$ cat src/rtl/riscv_pkg.sv
`default_nettype none
// ============================================================================
// Module      : riscv_pkg
// Description : Shared definitions for the instruction fetch front end:
//               datapath width, the canonical NOP encoding, the fetch FSM
//               state encoding and the next-PC source select.
// Revision    : 1.0 - initial release
// ============================================================================
package riscv_pkg;

    // Address/data width. Only 32 is supported by the fetch datapath.
    localparam int XLEN = 32;

    // addi x0, x0, 0 : presented on the decode interface out of reset.
    localparam logic [XLEN-1:0] c_nop_instr = 32'h0000_0013;

    // Fetch FSM states.
    //   REQ   : issue a request at pc when the output buffer can take it
    //   WAIT  : one request outstanding, waiting for its response
    //   DRAIN : outstanding request was flushed, swallow its response
    typedef enum logic [1:0] {
        REQ   = 2'd0,
        WAIT  = 2'd1,
        DRAIN = 2'd2
    } fetch_state_e;

    // Next-PC source select for pc_gen.
    typedef enum logic [1:0] {
        PC_HOLD     = 2'd0,
        PC_INCR     = 2'd1,
        PC_REDIRECT = 2'd2
    } pc_sel_e;

endpackage : riscv_pkg
`default_nettype wire

$ cat src/rtl/pc_gen.sv
`default_nettype none
// ============================================================================
// Module      : pc_gen
// Description : Combinational next-PC generator. Selects between holding the
//               current PC, advancing by one instruction word (wrapping mod
//               2^32), or loading a redirect target with the byte offset
//               bits cleared so every fetch address is word aligned.
// Ports       : pc          - current fetch PC
//               sel         - next-PC source (hold / +4 / redirect)
//               redirect_pc - redirect target, may be unaligned
//               next_pc     - PC to load on the next rising edge
// Revision    : 1.0 - initial release
// ============================================================================
module pc_gen
    import riscv_pkg::*;
(
    input  logic [XLEN-1:0] pc,
    input  pc_sel_e         sel,
    input  logic [XLEN-1:0] redirect_pc,
    output logic [XLEN-1:0] next_pc
);

    localparam logic [XLEN-1:0] c_pc_step    = XLEN'(4);
    localparam logic [XLEN-1:0] c_align_mask = ~XLEN'(3);

    always_comb begin
        next_pc = pc;
        case (sel)
            // Natural overflow of the adder gives the 0xFFFF_FFFC -> 0 wrap.
            PC_INCR:     next_pc = pc + c_pc_step;
            PC_REDIRECT: next_pc = redirect_pc & c_align_mask;
            default:     next_pc = pc;
        endcase
    end

endmodule : pc_gen
`default_nettype wire

$ cat src/rtl/fetch_stage.sv
`default_nettype none
// ============================================================================
// Module      : fetch_stage
// Description : Single-outstanding-request instruction fetch stage with a
//               one-entry output buffer towards decode and redirect flush.
// Ports       : clk, rst_n                     - clock, async active-low reset
//               imem_req_valid/addr/ready      - fetch request handshake
//               imem_resp_valid/data           - fetch response
//               id_valid/instr/pc, id_ready    - decode-side buffer handshake
//               redirect_valid/pc              - branch/jump redirect (flush)
// Revision    : 1.0 - initial release
// ============================================================================
module fetch_stage
    import riscv_pkg::*;
#(
    parameter logic [31:0] RESET_PC = 32'h0000_0000,
    parameter int          XLEN     = 32
)(
    input  logic            clk,
    input  logic            rst_n,

    output logic            imem_req_valid,
    output logic [XLEN-1:0] imem_req_addr,
    input  logic            imem_req_ready,
    input  logic            imem_resp_valid,
    input  logic [XLEN-1:0] imem_resp_data,

    output logic            id_valid,
    output logic [XLEN-1:0] id_instr,
    output logic [XLEN-1:0] id_pc,
    input  logic            id_ready,

    input  logic            redirect_valid,
    input  logic [XLEN-1:0] redirect_pc
);

    fetch_state_e    r_state;
    fetch_state_e    w_state_next;
    logic [XLEN-1:0] r_pc;
    logic [XLEN-1:0] w_pc_next;
    pc_sel_e         w_pc_sel;

    logic            r_id_valid;
    logic [XLEN-1:0] r_id_instr;
    logic [XLEN-1:0] r_id_pc;
    logic            w_id_valid_next;
    logic            w_load;
    logic            w_req_valid;

    // ------------------------------------------------------------------
    // Next-PC selection
    // ------------------------------------------------------------------
    pc_gen u_pc_gen (
        .pc          (r_pc),
        .sel         (w_pc_sel),
        .redirect_pc (redirect_pc),
        .next_pc     (w_pc_next)
    );

    // ------------------------------------------------------------------
    // Next-state / control
    // ------------------------------------------------------------------
    always_comb begin
        w_state_next    = r_state;
        w_pc_sel        = PC_HOLD;
        w_load          = 1'b0;
        w_req_valid     = 1'b0;
        // Buffer empties when decode consumes it, unless refilled below.
        w_id_valid_next = r_id_valid && !id_ready;

        case (r_state)
            REQ: begin
                // Only fetch when the buffer has room by the time the
                // response lands; rst_n gating keeps the request quiet while
                // reset is held even though the state already reads REQ.
                w_req_valid = rst_n && (!r_id_valid || id_ready) && !redirect_valid;
                if (w_req_valid && imem_req_ready) begin
                    w_state_next = WAIT;
                end
            end
            WAIT: begin
                if (imem_resp_valid) begin
                    w_load          = 1'b1;
                    w_id_valid_next = 1'b1;
                    w_pc_sel        = PC_INCR;
                    w_state_next    = REQ;
                end
            end
            DRAIN: begin
                // Response belongs to a flushed request: drop it.
                if (imem_resp_valid) begin
                    w_state_next = REQ;
                end
            end
            default: begin
                w_state_next = REQ;
            end
        endcase

        // Redirect overrides everything: flush the buffer, retarget pc and
        // remember whether a flushed request is still in flight.
        if (redirect_valid) begin
            w_pc_sel        = PC_REDIRECT;
            w_load          = 1'b0;
            w_id_valid_next = 1'b0;
            if (r_state == REQ || imem_resp_valid) begin
                w_state_next = REQ;
            end else begin
                w_state_next = DRAIN;
            end
        end
    end

    // ------------------------------------------------------------------
    // State register
    // ------------------------------------------------------------------
    always_ff @(posedge clk or negedge rst_n) begin
        if (!rst_n) begin
            r_state <= REQ;
        end else begin
            r_state <= w_state_next;
        end
    end

    // ------------------------------------------------------------------
    // PC and output buffer
    // ------------------------------------------------------------------
    always_ff @(posedge clk or negedge rst_n) begin
        if (!rst_n) begin
            r_pc       <= RESET_PC;
            r_id_valid <= 1'b0;
            r_id_instr <= c_nop_instr;
            r_id_pc    <= '0;
        end else begin
            r_pc       <= w_pc_next;
            r_id_valid <= w_id_valid_next;
            // Data/pc only move on a load, so they hold across stalls.
            if (w_load) begin
                r_id_instr <= imem_resp_data;
                r_id_pc    <= r_pc;
            end
        end
    end

    assign imem_req_valid = w_req_valid;
    assign imem_req_addr  = r_pc;
    assign id_valid       = r_id_valid;
    assign id_instr       = r_id_instr;
    assign id_pc          = r_id_pc;

endmodule : fetch_stage
`default_nettype wire

$ cat config.mk
export PLATFORM = sky130hd
export DESIGN_NAME = fetch_stage
export DESIGN_NICKNAME = d
export VERILOG_FILES = /design/src/rtl/riscv_pkg.sv /design/src/rtl/pc_gen.sv /design/src/rtl/fetch_stage.sv
export SDC_FILE = /design/constraint.sdc
export NUM_CORES = 1
export LEC_CHECK = 0
export BUFFER_PORTS_ARGS = -buffer_cell sky130_fd_sc_hd__buf_2
export CAP_MARGIN = 20
export CORE_MARGIN = 10
export CORE_UTILIZATION = 45
export CTS_CLUSTER_DIAMETER = 100
export DETAILED_ROUTE_END_ITERATION = 7
export MAX_ROUTING_LAYER = met4
export PLACE_DENSITY_LB_ADDON = 0.15
export SLEW_MARGIN = 5
export SYNTH_ARGS = -nofsm -noshare
export SYNTH_HDL_FRONTEND = slang
export SYNTH_SLANG_ARGS = --single-unit
$ cat constraint.sdc
create_clock -name clk -period 3 [get_ports clk]
set_input_delay 0.45 -clock clk [delete_from_list [all_inputs] [get_ports clk]]
set_output_delay 0.45 -clock clk [all_outputs]
set_load 0.03 [all_outputs]
---- Yosys cells after proc, flatten, opt, wreduce, memory -nomap -nowiden ----
Cells that the tools add are included.
storage, ports and cells
  flip-flop bits (word level) ............. 99
  input bits .............................. 70
  output and inout port bits .............. 98
operators by class
  add/sub/neg operators ................... 1
  equality and inequality tests ........... 6
  muxes and demuxes ....................... 16
  reductions and logical operators ........ 13
operators by type and width
  cell                                                              count
  32-bit one-hot mux with 2 select lines                            1
  32-bit by 3-bit adder with 32-bit output (second input constant)  1
  2-bit 2-to-1 mux                                                  6
  1-bit 2-to-1 mux                                                  8
  2-bit by 1-bit == test with 1-bit output (second input constant)  2
  2-bit == test (second input constant)                             2
  1-bit logical AND                                                 4
  2-bit one-hot mux with 2 select lines                             1
  1-bit zero test                                                   3
  3-bit by 1-bit != test with 1-bit output (second input constant)  1
  3-bit != test (second input constant)                             1
  2-bit zero test                                                   1
  1-bit logical OR                                                  2
  2-bit AND reduction                                               1
  2-bit nonzero test                                                1
  2-bit OR reduction                                                1

---- Depth between registers and ports, before layout ----
Gate-level depths: netlist of run 1.
  depth in word-level cells ............... 8
  gate-level depth with buffers ........... 7

---- Modules after synthesis ----
A second synthesis of run 1 with hierarchy kept.
unflattened totals
  cell total of the unflattened synthesis .. 401
  area, all modules ....................... 4922.2 µm²
modules (own cells, without submodules)
  module       times used  cells an instance  area each (µm²)  seq. area each (µm²)
  fetch_stage  1           189                3587.2           2481.1
  pc_gen       1           212                1335.0           0.0

---- Worst setup path before layout of run 1 ----
OpenSTA, ideal clock, no wires.
  path type ............................... register to register
  from .................................... reg r_pc[2], in the netlist imem_req_addr[2]
  to ...................................... reg r_pc[30], in the netlist imem_req_addr[30]
  setup time .............................. 0.082 ns
  arrival time ............................ 2.216 ns
  data required time ...................... 2.918 ns
  setup slack ............................. 0.702 ns
  stages on the path, launching flop included .. 7
  buffers on the path ..................... 1
  period minus slack after synthesis ...... 2.298 ns
  cell sequence ........................... dfrtp_1 -> ha_1 -> nand4_1 -> or4_1 -> buf_2 -> or4_1 -> a31oi_1
between the ends
  cells in the longest elaborated chain, start to end .. 2
ends and longest elaborated chain
  element                                   RTL line            RTL
  start, declared                           fetch_stage.sv:39   logic [XLEN-1:0] r_pc;
  start signal, assigned                    fetch_stage.sv:135  r_pc <= w_pc_next;
  32-bit by 3-bit adder with 32-bit output  pc_gen.sv:30        PC_INCR: next_pc = pc + c_pc_step;
  32-bit one-hot mux with 2 select lines    pc_gen.sv:28        case (sel)
No other way between the ends.
A chain may end at the register's enable or synchronous reset.

---- Final worst setup path of run 1 ----
  from .................................... reg r_pc[9], in the netlist imem_req_addr[9]
  to ...................................... reg r_pc[31], in the netlist imem_req_addr[31]
The elaborated chain is that of the path after synthesis.

==> results of run 1 <==
[per-stage QoR]
stage | cells | power, W | instance area (um2) | utilization [%] | hold WS, ns
floorplan | 489 | 0.002973 | 4264 | - | 0.1544
global placement | 757 | 0.003524 | 5185 | 56.11 | 0.4452
detailed placement | 757 | 0.003564 | 5185 | 56.11 | 0.4468
CTS | 773 | 0.004386 | 5373 | 58.14 | 0.08821
global route | 773 | 0.004597 | 5373 | 58.14 | 0.1056
finish | 773 | 0.004325 | 5373 | 58.14 | 0.08240
[worst register-to-register path, stage by stage (launching register included)]
cell and delay (ns):
dfrtp_1 0.47, nand3_1 0.25, or4_1 0.82, or4b_1 0.55, a31oi_1 0.17
[cell type report]
| type | count | area, um2 | area share (%) |
|---|---|---|---|
| Clock buffer | 10 | 137.6 | 2.562 |
| Clock inverter | 6 | 50.05 | 0.9315 |
| Timing Repair Buffer | 168 | 873.3 | 16.26 |
| Sequential cell | 95 | 2381 | 44.32 |
| Tap cell | 129 | 161.4 | 3.004 |
| Multi-Input combinational cell | 359 | 1747 | 32.51 |
| Inverter | 6 | 22.52 | 0.4192 |
[flip-flops by register name, indices dropped and copies added (netlist names)]
| signal | cells |
|---|---|
| id_instr | 32 |
| id_pc | 30 |
| imem_req_addr | 30 |
| r_state | 2 |
| id_valid | 1 |
[how the worst max path moves through the flow]
stage | from | endpoint | slack (ns) | cells after the start
finish | imem_req_addr[9] | imem_req_addr[31] | 0.66 | 4
global route | imem_req_addr[9] | imem_req_addr[31] | 0.52 | 4
CTS | imem_req_addr[9] | imem_req_addr[31] | 0.66 | 4
detailed placement | imem_req_addr[9] | imem_req_addr[31] | 0.69 | 4
global placement | imem_req_addr[9] | imem_req_addr[31] | 0.75 | 4
floorplan | imem_req_addr[2] | imem_req_addr[30] | 0.70 | 6
[power breakdown]
| group | leakage [nW] | switching, W | internal [W] |
|---|---|---|---|
| Sequential | 1.18 | 0.000218 | 0.00165 |
| Clock | 0.0903 | 0.000478 | 0.000336 |
| Combinational | 1.53 | 0.00119 | 0.000451 |
[logic make-up after synthesis]
| group | Yosys count |
|---|---|
| simple gates | 285 |
| flops | 95 |
| compound gates | 52 |
| buf+inv | 35 |
| xor+xnor | 14 |
| fa+ha+maj | 3 |
| other cells | 1 |
| mux | 1 |
[routing by layer]
layer / vias up / track usage, %
met3: 12 / 4.179
met4: 0 / 5.354
met5: - / -
li1: 1920 / -
met2: 115 / 28.67
met1: 1816 / 21.80
[cell usage in the layout, fill, tap and decap left out, drive strengths merged]
master	count
nor3	7
nand2	211
mux2i	1
o311a	1
xnor2	11
xor2	3
conb	4
nor4	5
or4	9
ha	3
dfstp	3
or4b	1
o221a	1
a32oi	2
nand4	11
o41ai	1
nor2	19
a21oi	1
inv	10
nor3b	1
and4	3
o21ai	24
a31oi	13
nand2b	1
clkinvlp	2
clkbuf	10
nand3	10
buf	168
o211ai	2
o31ai	6
nor2b	1
a221o	1
or3	6
dfrtp	92
==> metrics.md, run 1 <==
| Metric | Value |
|---|---|
| Status | `finished, final reports clean` |
| Max Fclk | `0.4270 GHz` |
| Nets | `712` |
| H-tree Lvls | `3` |
| Worst path top cell family by delay | `simple AND/OR/NAND/NOR gates` |
| Layout fillers | `887` |
| Slowest-stage cell, CP | `or4_1` |
| Ranking of synthesized cells by area | `dfrtp_1 (54%), nand2_1 (19%), o21ai_0 (2.8%), xnor2_1 (2.3%), a31oi_1 (1.9%)` |
| Cell breakdown of the critical path | `nand3_1 > or4_1 > or4b_1 > a31oi_1` |
| Worst Path Required | `3.28 ns` |
| Port Buffer Count | `161` |
| WL per Instance | `15.61 um` |
| Layout cell share with drive strength beyond 1 | `29.66%` |
| Yosys top cell by area | `dfrtp_1` |
| Core area | `9240 um2` |
| Initial Util | `46.03%` |
| Die Area | `13,740 um2` |
| CTS Hold Bufs | `0` |
| Pwr dens | `805.1 nW/um2` |
| Height of the die | `117.2 um` |
| Post-synthesis xor/xnor area fraction | `2.883%` |
| Antenna violations before repair | `0` |
| Top cell type's share of synthesized area | `54.13%` |
| CTS sink count | `95` |
| Top Ports | `168` |
| Met3 wire len | `897 um` |
| Total track usage | `17.79%` |
| DRT antenna net count | `0` |
| DR WL met2 | `5741 um` |
| Bufs and invs on worst path | `0` |
| Crit-path max cell delay | `0.82 ns` |
| Clk_skew | `0.01197 ns` |
| Final min period | `2.342 ns` |
| Synth warn | `0` |
| Synth Cell Area | `4253 um2` |
| First-pass GRT wire length | `19,050 um` |
| EDFF count, synth | `0` |
| Final WS setup | `0.6579 ns` |
| TritonCTS Buffers | `9` |
| Cells after Synth | `486` |
| Post-synthesis adder-cell area fraction | `0.8826%` |
| DRC violations left | `0` |
| Met1 Wirelength | `5281 um` |
| Total Wirelength | `12,070 um` |
| Max Cap Viol | `0` |
| Slew HR | `54.55%` |
| Clock latency on the worst-skew pair | `0.36 ns` |
| Resize count post-CTS | `0` |
| # setup viols final | `0` |
| Reg clk slew, reported paths | `0.10 ns` |
| Final hold vios | `0` |
| Setup Fix Bufs, Post-CTS | `0` |
| Post-synthesis sequential area ratio | `55.99%` |
| Max VDD drop | `0.3164 mV` |
| CP Capture Type | `register` |
| Slew Viols, Final | `0` |
| FF+latch count, synth | `95` |
| Compound-cell area share of the yosys netlist | `7.620%` |
| Unrepaired setup endpoints after global routing | `false` |
| Hold Crit Class | `primary input to async pin` |
| Synth top cells by count | `nand2_1 (211), dfrtp_1 (92), o21ai_0 (24), clkbuf_1 (20), nor2_1 (19)` |
| Reg2reg start | `imem_req_addr[9]` |
| Arr. time, crit path | `2.62 ns` |
| FF-to-FF path depth | `4` |
| Count leader, synth | `nand2_1` |
| Worst Tran Pin Value | `0.6817 ns` |
| Number of global-route vias before repair | `3,839` |
| Post-synthesis async set-or-reset flop share | `100.0%` |
| Iteration count of the initial detailed-routing pass | `4` |
| Post-route setup TNS | `0 ns` |
| Main combinational cell family by area after synthesis | `simple AND/OR/NAND/NOR gates` |
| Routed vias | `3,863` |
| Root buffer cell | `clkbuf_8` |
| Highest metal layer with signal wires | `met4` |
| Die width | `117.2 um` |
| Number of distinct library cells after synthesis | `36` |
| Reg2Reg Capture Point | `imem_req_addr[31]` |
| Post-synthesis mux area share | `0.2354%` |
| Primary FF master, synth | `dfrtp_1` |
| Max FO, Critical Path | `15` |
| CTS tree | `yes` |
| Syn Area/Cell | `8.751 um2` |
| Crit path launch type | `register` |
| GPL Wtd Cong | `0.7960` |
| Reg-to-reg slack, setup | `0.66 ns` |
| Crit Path Class | `register to register` |
| Leak | `2.794 nW` |
| Pre-CTS WS | `0.6851 ns` |
| Maximum number of pins on one net before global-route repair | `55` |
| Rows | `35` |
| Fin crit share | `78.07%` |
| Grt ovf | `0` |
| Post-synthesis simple-gate area fraction | `28.80%` |
| Area growth, synth to finish | `26.33%` |
| Ant. Diodes | `0` |
| CTS Buffer Depth | `2` |
| Starting DRC count in detailed routing | `211` |
| HPWL Detailed | `8832 um` |
| Routed vias/inst | `4.997` |
No activity file was read; power rests on OpenSTA's default activity.
==> run 2: changes to the inputs <==
ABC_AREA = 1   (was not set)
clock period = 2.36 ns   (was 3 ns; I/O delays follow)
==> run 2 against run 1 <==
- clock skew is 0.0031 ns lower
- flip-flop and latch count did not move
- largest cell class unchanged
- largest power group is now combinational logic
- core utilization decreased by 0.32 points
==> metrics.md, run 2 <==
| Metric | Value |
|---|---|
| Routed vias/inst | `4.939` |
| Area growth, synth to finish | `26.42%` |
| Initial Util | `45.74%` |
| Top Ports | `168` |
| Ranking of synthesized cells by area | `dfrtp_1 (49%), nand2_1 (19%), nand3_1 (4.3%), nor2_1 (4.1%), inv_1 (3.7%)` |
| Critical path startpoint | `r_state[1]` |
| FF+latch count, synth | `95` |
| # setup viols final | `0` |
| Nets | `824` |
| Max VDD drop | `0.6421 mV` |
| Cells after Synth | `592` |
| Maximum number of pins on one net before global-route repair | `93` |
| Max Fclk | `0.4939 GHz` |
| Slew HR | `54.51%` |
| Pre-CTS WS | `0.3715 ns` |
| Root buffer cell | `clkbuf_8` |
| Most frequent cells in the layout | `nand2_1 (232), buf_2 (160), dfrtp_1 (92)` |
| Worst Path Required | `2.63 ns` |
| CP Capture Type | `register` |
| FF-to-FF path depth | `7` |
| Setup Fix Bufs, Post-CTS | `0` |
| Most common cell after layout, fill and taps aside | `nand2_1` |
| Final hold vios | `0` |
| Layout cell share with drive strength beyond 1 | `29.23%` |
| Iteration count of the initial detailed-routing pass | `5` |
| Slew Viols, Final | `0` |
| H-tree Lvls | `3` |
| CTS Hold Bufs | `1` |
| Reg-to-reg slack, setup | `0.34 ns` |
| Leak | `3.262 nW` |
| Crit path launch type | `register` |
| First-pass GRT wire length | `22,180 um` |
| Max reg flops | `32` |
| Top cell type's share of synthesized area | `49.20%` |
| TritonCTS Buffers | `9` |
| Antenna violations before repair | `0` |
| WL per Instance | `15.63 um` |
| Status | `finished, final reports clean` |
| Reg clk slew, reported paths | `0.09 ns` |
| Post-synthesis sequential area ratio | `50.88%` |
| Cell breakdown of the critical path | `inv_1 > ha_1 > nand2_2 > nor2_4 > buf_4 > o21ai_0 > o221ai_1` |
| Fin crit share | `85.80%` |
| Max FO, Critical Path | `64` |
| Post-route setup TNS | `0 ns` |
| Worst hold start | `imem_resp_data[0]` |
| Placed cells | `875` |
| Resize count post-CTS | `0` |
| Crit-path max cell delay | `0.56 ns` |
| Total Wirelength | `13,940 um` |
| Grt ovf | `0` |
| CTS sink count | `95` |
| Starting DRC count in detailed routing | `314` |
| Max Cap Viol | `0` |
| Synth Cell Area | `4679 um2` |
| CTS tree | `yes` |
| Unrepaired setup endpoints after global routing | `false` |
| Primary FF master, synth | `dfrtp_1` |
| Crit Path Class | `register to register` |
| Number of distinct library cells after synthesis | `37` |
| Synth top cells by count | `nand2_1 (232), dfrtp_1 (92), nor2_1 (51), inv_1 (46), nand3_1 (40)` |
| DRT antenna net count | `0` |
| Syn Area/Cell | `7.905 um2` |
| Routed vias | `4,406` |
| Final min period | `2.025 ns` |
| Die width | `122.0 um` |
| Final WS setup | `0.3352 ns` |
| Area of the multi-input gates | `1979 um2` |
| Count leader, synth | `nand2_1` |
| DRC violations left | `0` |
| Clock latency on the worst-skew pair | `0.37 ns` |
| Worst Tran Pin Value | `0.6824 ns` |
| GPL Wtd Cong | `0.8769` |
| Non-filler cells, final | `892` |
| Slowest-stage cell, CP | `buf_4` |
| Clk_skew | `0.008829 ns` |
| Register area | `2381 um2` |
| HPWL Detailed | `10,220 um` |
| Port Buffer Count | `161` |
| Ant. Diodes | `0` |
| Reg2reg start | `r_state[1]` |
| Rows | `37` |
| Die Area | `14,880 um2` |
| Height of the die | `122.0 um` |
| CTS Buffer Depth | `2` |
| Core area | `10,230 um2` |
| Worst path depth | `7` |
| Pwr dens | `1232 nW/um2` |
| Hold Crit Class | `primary input to register` |
| Worst path top cell family by delay | `buffers and inverters` |
| Arr. time, crit path | `2.30 ns` |
| Yosys top cell by area | `dfrtp_1` |
| EDFF count, synth | `0` |
| Post-synthesis async set-or-reset flop share | `100.0%` |
| Layout fillers | `965` |
| Number of global-route vias before repair | `4,384` |
| Synth warn | `0` |
| Total track usage | `19.10%` |
| Worst hold stages | `3` |
| Bufs and invs on worst path | `2` |
-- run 2: routing by layer --
layer	global-route usage, %	vias up	wire, um
met5	-	-	0
met4	7.004	0	173
met3	3.793	13	1244
met2	29.07	166	6355
met1	24.69	2048	6169
li1	-	2179	-
-- run 2: where the power goes --
part	internal, W	switching, W	total, W
logic	0.000876	0.00231	0.00319
clock network	0.000843	0.000575	0.00142
registers	0.00227	0.000413	0.00268
total	0.00399	0.00330	0.00729
-- run 2: final timing paths --
check	endpoint
setup / recovery	imem_req_addr[4]
hold / removal	id_instr[0]
setup reg to reg	imem_req_addr[4]
hold reg to reg	id_pc[14]
max in group asynchronous	id_instr[0]
min in group asynchronous	r_state[1]
-- run 2: cell families (layout without fill, tap and decap cells) --
| family | count (synthesis) | count (layout) | synth area share (%) |
|---|---|---|---|
| and+or+nand+nor | 367 | 367 | 34.52 |
| DFF | 95 | 95 | 50.88 |
| buffers and inverters | 77 | 238 | 7.166 |
| AOI/OAI and AO/OA | 47 | 47 | 6.177 |
| adders and majority gates | 3 | 3 | 0.8022 |
| xor gates and xnor gates | 2 | 2 | 0.3744 |
| other | 1 | 4 | 0.08014 |
-- run 2: final cells by class --
class | count | share of cell area (%)
clock inverter | 5 | 2.179
sequential | 95 | 40.25
clock buffer | 11 | 2.390
multi-input combinational | 423 | 33.46
inverter | 51 | 3.236
timing repair buffer | 171 | 15.61
tap | 136 | 2.876
-- run 2: worst register-to-register path, delay by kind of cell, from the launching register on --
family | cells | cell delay, ns
flip-flops | 1 | 0.40
AO/OA/AOI/OAI | 2 | 0.43
AND/OR/NAND/NOR | 2 | 0.30
adder cells (fa/ha/maj) | 1 | 0.16
buffers and inverters | 2 | 0.65
-- run 2: metrics by stage --
stage	hold slack [ns]	area, um2	utilization (%)	power, W
global route	0.1756	5916	57.82	0.007771
floorplan	0.05841	4691	-	0.004830
finish	0.1788	5916	57.82	0.007288
global placement	0.1843	5635	55.08	0.005849
detailed placement	0.1863	5635	55.08	0.005934
CTS	0.1650	5916	57.82	0.007372
